==> src/rtl/shift_sequencer_pkg.sv <==
// rtl/shift_sequencer_pkg.sv - shared select codes, directions and FSM states for shift_sequencer
package shift_sequencer_pkg;

    localparam logic [1:0] SEL_HOLD  = 2'b00;
    localparam logic [1:0] SEL_LEFT  = 2'b01;
    localparam logic [1:0] SEL_RIGHT = 2'b10;
    localparam logic [1:0] SEL_LOAD  = 2'b11;

    localparam logic DIR_RIGHT = 1'b0;
    localparam logic DIR_LEFT  = 1'b1;

    typedef enum logic [1:0] {
        S_IDLE  = 2'd0,
        S_LOAD  = 2'd1,
        S_SHIFT = 2'd2,
        S_DONE  = 2'd3
    } state_t;

    function automatic logic [1:0] shift_sel(input logic dir);
        return (dir == DIR_LEFT) ? SEL_LEFT : SEL_RIGHT;
    endfunction

endpackage

==> src/rtl/shift_reg_nbit.sv <==
// rtl/shift_reg_nbit.sv - WIDTH-bit universal register: hold, shift left, shift right, parallel load
module shift_reg_nbit
    import shift_sequencer_pkg::*;
#(
    parameter int WIDTH = 8
) (
    input  logic             clk,
    input  logic             sync_reset,
    input  logic [1:0]       sel,
    input  logic [WIDTH-1:0] par_in,
    input  logic             ser_in_left,
    input  logic             ser_in_right,
    output logic [WIDTH-1:0] q
);

    // ser_in_left enters at the MSB end (right shift), ser_in_right at the LSB end (left shift)
    always_ff @(posedge clk) begin
        if (sync_reset) begin
            q <= '0;
        end else begin
            case (sel)
                SEL_LEFT:  q <= {q[WIDTH-2:0], ser_in_right};
                SEL_RIGHT: q <= {ser_in_left, q[WIDTH-1:1]};
                SEL_LOAD:  q <= par_in;
                default:   q <= q;
            endcase
        end
    end

endmodule

==> src/rtl/shift_sequencer.sv <==
// rtl/shift_sequencer.sv - command-driven load/shift/hold sequencer; optional rotate via SHIFT_SEQUENCER_ROTATE_EN
module shift_sequencer
    import shift_sequencer_pkg::*;
#(
    parameter int WIDTH = 8,
    parameter int CNT_W = 4
) (
    input  logic             clk,
    input  logic             sync_reset,
    input  logic             cmd_valid,
    output logic             cmd_ready,
    input  logic             cmd_dir,
    input  logic [CNT_W-1:0] cmd_len,
    input  logic [WIDTH-1:0] load_data,
`ifdef SHIFT_SEQUENCER_ROTATE_EN
    input  logic             cmd_rot,
`endif
    input  logic             ser_in,
    output logic             ser_out,
    output logic [WIDTH-1:0] q,
    output logic [1:0]       sel_out,
    output logic             busy,
    output logic             done
);

    localparam logic [CNT_W-1:0] WIDTH_CNT = CNT_W'(WIDTH);

    state_t           state, state_nxt;
    logic [CNT_W-1:0] cnt;
    logic [CNT_W-1:0] len_l;
    logic [CNT_W-1:0] len_eff;
    logic             dir_l;
    logic [WIDTH-1:0] data_l;
    logic             enter_bit;

    assign len_eff = (cmd_len > WIDTH_CNT) ? WIDTH_CNT : cmd_len;

    always_ff @(posedge clk) begin
        if (sync_reset) begin
            state  <= S_IDLE;
            cnt    <= '0;
            len_l  <= '0;
            dir_l  <= DIR_RIGHT;
            data_l <= '0;
        end else begin
            state <= state_nxt;
            case (state)
                S_IDLE: begin
                    if (cmd_valid) begin
                        len_l  <= len_eff;
                        dir_l  <= cmd_dir;
                        data_l <= load_data;
                    end
                end
                S_LOAD:  cnt <= len_l;
                S_SHIFT: cnt <= cnt - CNT_W'(1);
                default: cnt <= cnt;
            endcase
        end
    end

    always_comb begin
        state_nxt = state;
        sel_out   = SEL_HOLD;
        case (state)
            S_IDLE: begin
                if (cmd_valid) state_nxt = S_LOAD;
            end
            S_LOAD: begin
                sel_out   = SEL_LOAD;
                state_nxt = (len_l != '0) ? S_SHIFT : S_DONE;
            end
            S_SHIFT: begin
                sel_out = shift_sel(dir_l);
                if (cnt <= CNT_W'(1)) state_nxt = S_DONE;
            end
            S_DONE: begin
                state_nxt = S_IDLE;
            end
            default: state_nxt = S_IDLE;
        endcase
    end

    assign cmd_ready = (state == S_IDLE);
    assign busy      = (state != S_IDLE);
    assign done      = (state == S_DONE);
    assign ser_out   = (dir_l == DIR_LEFT) ? q[WIDTH-1] : q[0];

`ifdef SHIFT_SEQUENCER_ROTATE_EN
    logic rot_l;

    always_ff @(posedge clk) begin
        if (sync_reset) begin
            rot_l <= 1'b0;
        end else if (state == S_IDLE && cmd_valid) begin
            rot_l <= cmd_rot;
        end
    end

    // Rotating feeds the departing bit straight back into the vacated end
    assign enter_bit = rot_l ? ser_out : ser_in;
`else
    assign enter_bit = ser_in;
`endif

    shift_reg_nbit #(
        .WIDTH(WIDTH)
    ) u_reg (
        .clk          (clk),
        .sync_reset   (sync_reset),
        .sel          (sel_out),
        .par_in       (data_l),
        .ser_in_left  (enter_bit),
        .ser_in_right (enter_bit),
        .q            (q)
    );

endmodule

==> config.mk <==
export PLATFORM = sky130hd
export DESIGN_NAME = shift_sequencer
export DESIGN_NICKNAME = d
export VERILOG_FILES = /design/src/rtl/shift_sequencer_pkg.sv /design/src/rtl/shift_reg_nbit.sv /design/src/rtl/shift_sequencer.sv
export SDC_FILE = /design/constraint.sdc
export NUM_CORES = 1
export LEC_CHECK = 0
export ABC_AREA = 1
export BUFFER_PORTS_ARGS = -buffer_cell sky130_fd_sc_hd__buf_2
export CORE_MARGIN = 2
export CORE_UTILIZATION = 30
export CTS_BUF_LIST = sky130_fd_sc_hd__clkbuf_8
export DETAILED_ROUTE_END_ITERATION = 8
export PLACE_DENSITY = 0.61
export SYNTH_ARGS = -nofsm -noshare
export SYNTH_HDL_FRONTEND = slang
export SYNTH_SLANG_ARGS = --single-unit
==> constraint.sdc <==
create_clock -name clk -period 4.1 [get_ports clk]
set_clock_uncertainty 0.15 [all_clocks]
set_input_delay 0.205 -clock clk [delete_from_list [all_inputs] [get_ports clk]]
set_output_delay 0.205 -clock clk [all_outputs]
set_load 0.05 [all_outputs]
==> results.txt, run 1 <==
The run finished with clean final reports. The wire length per cell after detailed routing is 10.2 um. Of all flip-flops after synthesis, the portion carrying an async set or reset was 0%. Entering global routing, the biggest net connects 19 pins. In this run the critical register-to-register path is launched from state[0]. For this design the static power due to leakage is 0.768 nW. Sequential cells were found to cover 36.5% of the synthesized design area.

The initialized floorplan defines 25 standard-cell rows. The kind of launch point of the worst setup path was a register. The fill cell total of the finished layout is 549, and the total length of routed wires is 3080 um.

Summed over all failing endpoints, the final setup total negative slack is 0 ps. The initial core utilization was 31.1%; the met1 layer usage reported by global route was 17.7%. The post-route netlist has 24.8% of its cells at a drive strength greater than 1.

The run gives 0 as the antenna violation net count after detailed routing. In this run the power density over the cells is 776 mW/mm^2. In this run the tightest slew margin relative to its limit is 68.2%. Clock tree synthesis inserted a total of 3 buffers. On the final layout, the worst hold slack is 16.0 ps. The fraction of met3 tracks used by global routing came out at 1.76%. The final layout contains 259 nets. Across the VDD grid, the largest voltage drop is 0.311 mV. The total of flip-flops plus latches after synthesis was 27. TritonCTS built the clock tree. The post-detailed-placement half-perimeter wirelength was 2320 um; the clock sink count was 27.

The length in cells of the worst reg-to-reg path works out to 5. Across the run, the number of max-cap violations was 0. The worst setup path is captured at an output pin. 0 antenna diodes ended up in the layout. The number of antenna violations at the first check in global routing was 0; the number of buffers inserted by hold repair at cts was 0. Using the TritonRoute via totals, the vias-per-cell ratio works out to 4.31.

After synthesis, the mean cell area works out to 7.15 um^2. The die is 74.2 um tall. For this run, the number of Yosys warnings is 0. The clock-pin slew on the worst setup and hold paths is 100 ps, and the die area is 0.00551 mm^2. The I/O pin total is 31.

Hold violation count in the final report: 0. The number of stages on the worst hold path is 3. Global routing consumed, on the met2 layer, 17.6% of the routing resources. In this run the critical register-to-register path is captured at u_reg.q[0]. The run gives 0 as the final number of max-transition violations.

The count of input and output buffers was 30. For the via count of the first global-routing pass, the log shows 1156. For the worst setup path, the data arrival time is 1780 ps. Kind of critical path: register to output pin. The synthesized net count came out at 231.

The path class of the tightest hold or removal check is input port to register. The first routing iteration left 57 violations. For this run the aggregate overflow at the end of global routing stands at 0.

The global-route total usage across every layer is 12.1%. The run gives 5240 um as the global-route wire length before repair. The maximum clock path buffer count was 2. In this run the most critical hold path is launched from cmd_len[2].

The logs give 0 for the count of unresolved DRC violations after routing and 0.468 GHz for the fmax. Gates resized during post-CTS repair numbered 0. For hold timing, the worst endpoint is len_l[2]. The biggest fanout along the worst timing path came out at 9. The transition time of the tightest slew-check pin was 476 ps. The run gives 0 as the final-report setup violation count.

The number of setup buffers added after CTS was 0; the worst reg-to-reg setup slack was 2180 ps. The clock root buffer master was sky130_fd_sc_hd__clkbuf_8. The synthesized design contains 0 enable-type register cells.

The layer carrying the most global-route usage was met1. The first detailed-routing pass ran for 4 iterations. The run gives 23 as the number of library cell types mapped by synthesis. The die is 74.2 um wide. For the insertion delay to the later sink of the worst-skew pair, the log shows 270 ps. The logs give 1 for the H-tree level count and 0.00148 mm^2 for the netlist area before placement. Data on the critical path is required at its endpoint by 3740 ps. The worst path in the final design needs a cycle of 2140 ps, including I/O delays and setup.

Setup repair after global routing left no endpoint under its margin. Compared with the post-synthesis result, the final layout area differs by 15.5%. The placeable core region is 0.00475 mm^2.

The primary flip-flop cell chosen by synthesis mapping is sky130_fd_sc_hd__dfxtp_1. The logs give 0.777 for the final estimated routing congestion in global placement and 207 for the number of instances in the synthesized netlist. Detailed routing inserted a total of 1296 vias. Final worst-path cycle share: 52.2%.
[cells by family (layout without fill, tap and decap cells)]
group / count (synthesis) / count (layout) / synth area share [%]
flops: 27 / 27 / 36.5
compound gates: 46 / 46 / 19.0
fa+ha+maj: 7 / 7 / 5.92
buf+inv: 32 / 59 / 10.1
simple gates: 95 / 95 / 28.4
[layer usage]
layer | vias to the layer above | routed length [um] | part of all wire [%]
met3 | 2 | 92 | 3.0
met5 | - | 0 | 0
met1 | 570 | 1610 | 52
li1 | 709 | - | -
met2 | 15 | 1340 | 44
met4 | 0 | 38 | 1.2
[power by group]
| part | switching (mW) | total [mW] | internal, mW | leakage [nW] |
|---|---|---|---|---|
| sequential | 0.0531 | 0.390 | 0.337 | 0.222 |
| combinational | 0.551 | 0.780 | 0.229 | 0.524 |
| clock | 0.0875 | 0.156 | 0.0690 | 0.0217 |
[state kept, by name, summed over array words and instances, names as in the netlist]
name     count
len_l        4
cnt          4
state        2
data_l       8
dir_l        1
u_reg.q      8
[synth_stat cells (3+ instances only)]
| library cell | instances | area, um^2 |
|---|---|---|
| sky130_fd_sc_hd__a21oi_1 | 11 | 55.1 |
| sky130_fd_sc_hd__a21oi_2 | 8 | 70.1 |
| sky130_fd_sc_hd__buf_2 | 4 | 20.0 |
| sky130_fd_sc_hd__buf_6 | 3 | 33.8 |
| sky130_fd_sc_hd__dfxtp_1 | 27 | 541 |
| sky130_fd_sc_hd__ha_1 | 7 | 87.6 |
| sky130_fd_sc_hd__inv_1 | 22 | 82.6 |
| sky130_fd_sc_hd__nand2_1 | 42 | 158 |
| sky130_fd_sc_hd__nand2_2 | 4 | 25.0 |
| sky130_fd_sc_hd__nand2_4 | 4 | 45.0 |
| sky130_fd_sc_hd__nand3_1 | 6 | 30.0 |
| sky130_fd_sc_hd__nor2_1 | 35 | 131 |
| sky130_fd_sc_hd__o21ai_0 | 12 | 60.1 |
| sky130_fd_sc_hd__o21ai_1 | 9 | 45.0 |
[worst max path at each step]
stage | to | cells past startpoint | startpoint
finish | sel_out[0] | 5 | state[0]
global route | sel_out[0] | 7 | state[0]
CTS | sel_out[0] | 5 | state[0]
detailed placement | u_reg.q[0] | 5 | state[0]
global placement | u_reg.q[5] | 5 | state[0]
floorplan | ser_out | 2 | u_reg.q[7]
[layout make-up]
type | count | area (um^2) | share of cell area, %
Clock buffer | 3 | 41.3 | 2.42
Clock inverter | 1 | 7.51 | 0.439
Inverter | 25 | 96.3 | 5.64
Multi-Input combinational cell | 148 | 790 | 46.2
Sequential cell | 27 | 541 | 31.6
Tap cell | 67 | 83.8 | 4.90
Timing Repair Buffer | 30 | 150 | 8.78
[stage by stage]
step	utilization [%]	std cells	worst slack [ps]	power, mW	instance area [um^2]
after CTS	35.9	301	1950	1.34	1710
final	35.9	301	1960	1.33	1710
after global placement	34.9	297	2200	1.18	1660
after global routing	35.9	301	1810	1.45	1710
after detailed placement	34.9	297	2190	1.18	1660
after floorplan	-	207	1890	1.07	1480
[worst max-delay path, stage by stage, from the launching register on]
cell,delay [ps]
sky130_fd_sc_hd__dfxtp_1,430
sky130_fd_sc_hd__inv_1,90
sky130_fd_sc_hd__ha_1,520
sky130_fd_sc_hd__nand2_2,130
sky130_fd_sc_hd__inv_1,80
sky130_fd_sc_hd__buf_2,260
[layout by cell type, fill, tap and decap left out, drive strengths merged]
cell,synthesis,layout
nand2,50,50
dfxtp,27,27
a31oi,1,1
nand4,1,1
or2,1,1
a21oi,19,19
clkinvlp,0,1
ha,7,7
clkbuf,0,3
nor2,37,37
buf,7,30
nand3,6,6
a211oi,2,2
inv,25,25
o211ai,2,2
a221oi,1,1
o21ai,21,21
Power figures use the tool's default switching activity.
==> inputs of run 2 (changes only) <==
clock period = 2.1 ns   (was 4.1 ns; I/O delays follow)
==> results.txt, run 2 (synthesis gave the netlist of run 1 again) <==
The I/O pin total was 31 (unchanged). The tools report the count of unresolved DRC violations after routing as 0 (unchanged). The run gives 276 (+6.6%) as the final layout net count. The logs give 31.1% (unchanged) for the initial core utilization and 0 (unchanged) for the number of setup buffers added after CTS.

The post-layout instance count excluding filler cells is 318 (+5.6%). The tools report the hold violation count in the final report as 0 (unchanged). Clock-pin slew on the worst setup and hold paths: 100 ps (about the same).

The run gives 1.39 mW (+100%) as the net switching power. Setup repair after global routing left no endpoint under its margin. In this run the worst hold path is classified as input port to register. The number of placement rows came out at 25 (unchanged). The number of antenna cells inserted is 0 (unchanged), and the number of vias after detailed routing is 1393 (+7.5%). The post-detailed-placement half-perimeter wirelength is 2360 um (+1.5%). Leaving out fill and tap cells, the most frequent cells in the layout are sky130_fd_sc_hd__nand2_1 (41), sky130_fd_sc_hd__nor2_1 (34), sky130_fd_sc_hd__buf_2 (30), sky130_fd_sc_hd__dfxtp_1 (27), sky130_fd_sc_hd__inv_1 (22). The worst setup path is launched from a register.

The setup TNS was 0 ps (unchanged). The kind of critical path was register to register. The total length of routed wires was 3340 um (+8.5%).

The fraction of power consumed by the clock network was 11.8% (about the same). In the final layout, the registers with the most flip-flops are data_l: 8 flops, u_reg.q: 8 flops. The total congestion overflow after global routing is 0 (unchanged), and the switching share of total power is 51.8% (-0.33 points). For the largest net degree at the start of global routing, the log shows 19 (unchanged). The wire length per cell after detailed routing is 10.5 um (+2.7%). The final number of max-transition violations came out at 0 (unchanged). The tools report the final estimated routing congestion in global placement as 0.801 (+3.1%). The clock root buffer master was sky130_fd_sc_hd__clkbuf_8.

The die area is 0.00551 mm^2 (unchanged), and the insertion delay to the later sink of the worst-skew pair is 270 ps (about the same). The number of antenna violations at the first check in global routing is 0 (unchanged), and the placed instance count is 298 (+0.34%). The number of iterations in the first detailed-routing pass is 4 (unchanged). STA classifies the critical path endpoint as a register. TritonCTS built the clock tree. The placeable core region is 0.00475 mm^2 (unchanged), and the final worst-path cycle share is 93.9%. The logs give 0.843 nW (+9.7%) for the leakage power of the design and 59.9% (+1.1 points) for the portion of total power attributed to combinational logic. The required time at the endpoint of the critical path is 2170 ps (-1570 ps). The H-tree level count came out at 1 (unchanged). The post-placement worst setup slack is 184 ps (-2000 ps), and the horizontal die dimension is 74.2 um (unchanged). The sequential fraction of design power was 28.2% (-1.2 points); the maximum clock path buffer count was 2 (unchanged).

The worst path needs 1970 ps of the cycle, external delays included. The arrival time at the worst endpoint is 2040 ps (+260 ps). From synthesis to final layout, the design area changed by 28.1%. The logs give 1.30 mW (+100%) for the internal power and 2.69 mW (+100%) for the total chip power. The power density normalized to cell area works out to 1420 mW/mm^2 (+83%).

Based on the critical path, the design can be clocked at up to 0.507 GHz. The logs give 3 (unchanged) for the number of clock buffers inserted by TritonCTS and 5350 um (+2.1%) for the global-route wire length before repair. The final-report setup violation count is 0 (unchanged), and the die extent in y is 74.2 um (unchanged).

Worst vdd rail ir drop: 0.831 mV (+170%). The biggest fanout along the worst timing path was 7 (-2). The flow ran to the end, and the final reports show no timing, DRC or antenna violations. The average via count per standard cell is 4.38 (+1.7%), and the global-route total usage across every layer is 12.3% (+0.24 points). For the antenna violation net count after detailed routing, the log shows 0 (unchanged). Leaving out fill and tap cells, the most frequent cell in the layout is sky130_fd_sc_hd__nand2_1. The first-iteration detailed-routing DRC count came out at 80 (+40%).

For the via count of the first global-routing pass, the log shows 1269 (+9.8%). The count of input and output buffers is 30 (unchanged), and the max-cap check violation count is 0 (unchanged). The transition time of the tightest slew-check pin works out to 386 ps (-89.8 ps). The run gives 128 ps (-1830 ps) as the least setup slack across all paths after layout. The share of cells above drive strength 1 is 25.5% (+0.71 points), and the remaining max-slew budget at the tightest pin is 74.2% (+6.0 points). The tools report the clock sink count as 27 (unchanged).
[run 2: changes by cell type in the layout (fill, tap and decap cells not counted), sizes merged]
cell / delta
clkinvlp: -1
inv: +1
buf: +1
dlygate4sd3: +16
[run 2: what timing repair did]
item / 4_1_cts / 5_1_grt
hold endpoints to repair: 19 / 0
resized for setup: 0 / 6
hold buffers: 16 / 0
endpoints found under the setup margin: 0 / 3
[run 2: path summary, 6_finish.rpt]
| check | slack (ps) | startpoint | cells after the start | to |
|---|---|---|---|---|
| worst max-delay path | 130 | state[1] | 7 | len_l[0] |
| worst min-delay path | 90 | cmd_valid | 3 | len_l[3] |
| worst max register to register | 130 | state[1] | 7 | len_l[0] |
| worst min register to register | 350 | data_l[3] | 2 | data_l[3] |
[run 2: cell type report]
cell class / count / area (um^2)
inverter: 25 / 96.3
timing repair buffer: 47 / 318
tap: 67 / 83.8
multi-input combinational: 148 / 807
clock inverter: 1 / 8.76
sequential: 27 / 541
fill: 546 / 2860
clock buffer: 3 / 41.3
[run 2: per-layer routing]
metal / vias to the layer above / GRT usage (%) / part of all wire (%)
li1: 748 / - / -
met1: 616 / 16.8 / 50
met2: 27 / 20.3 / 45
met3: 2 / 1.63 / 3.7
met4: 0 / 3.77 / 0.93
met5: - / 0 / 0
[run 2: critical path, cell delays in order, from the launching register on]
cell and delay, ps:
sky130_fd_sc_hd__dfxtp_1 350, sky130_fd_sc_hd__inv_1 130, sky130_fd_sc_hd__ha_2 240, sky130_fd_sc_hd__nand2_2 130, sky130_fd_sc_hd__nor2_4 140, sky130_fd_sc_hd__nand2_1 80
sky130_fd_sc_hd__a21oi_1 140, sky130_fd_sc_hd__dlygate4sd3_1 550
[run 2: through the flow]
step / area [um^2] / hold slack, ps / util, %
6_report: 1900 / 89.4 / 39.9
5_1_grt: 1900 / 117 / 39.9
4_1_cts: 1880 / 82.1 / 39.5
3_5_place_dp: 1670 / 212 / 35.1
3_3_place_gp: 1670 / 205 / 35.1
2_1_floorplan: 1480 / 97.9 / -
[run 2: power groups by stage]
stage               registers (mW)  clock network (mW)  logic (mW)
floorplan                    0.858                   0        1.23
global placement             0.769                   0        1.56
detailed placement           0.772                   0        1.56
CTS                          0.760               0.335        1.59
global route                 0.780               0.352        1.79
finish                       0.759               0.319        1.61
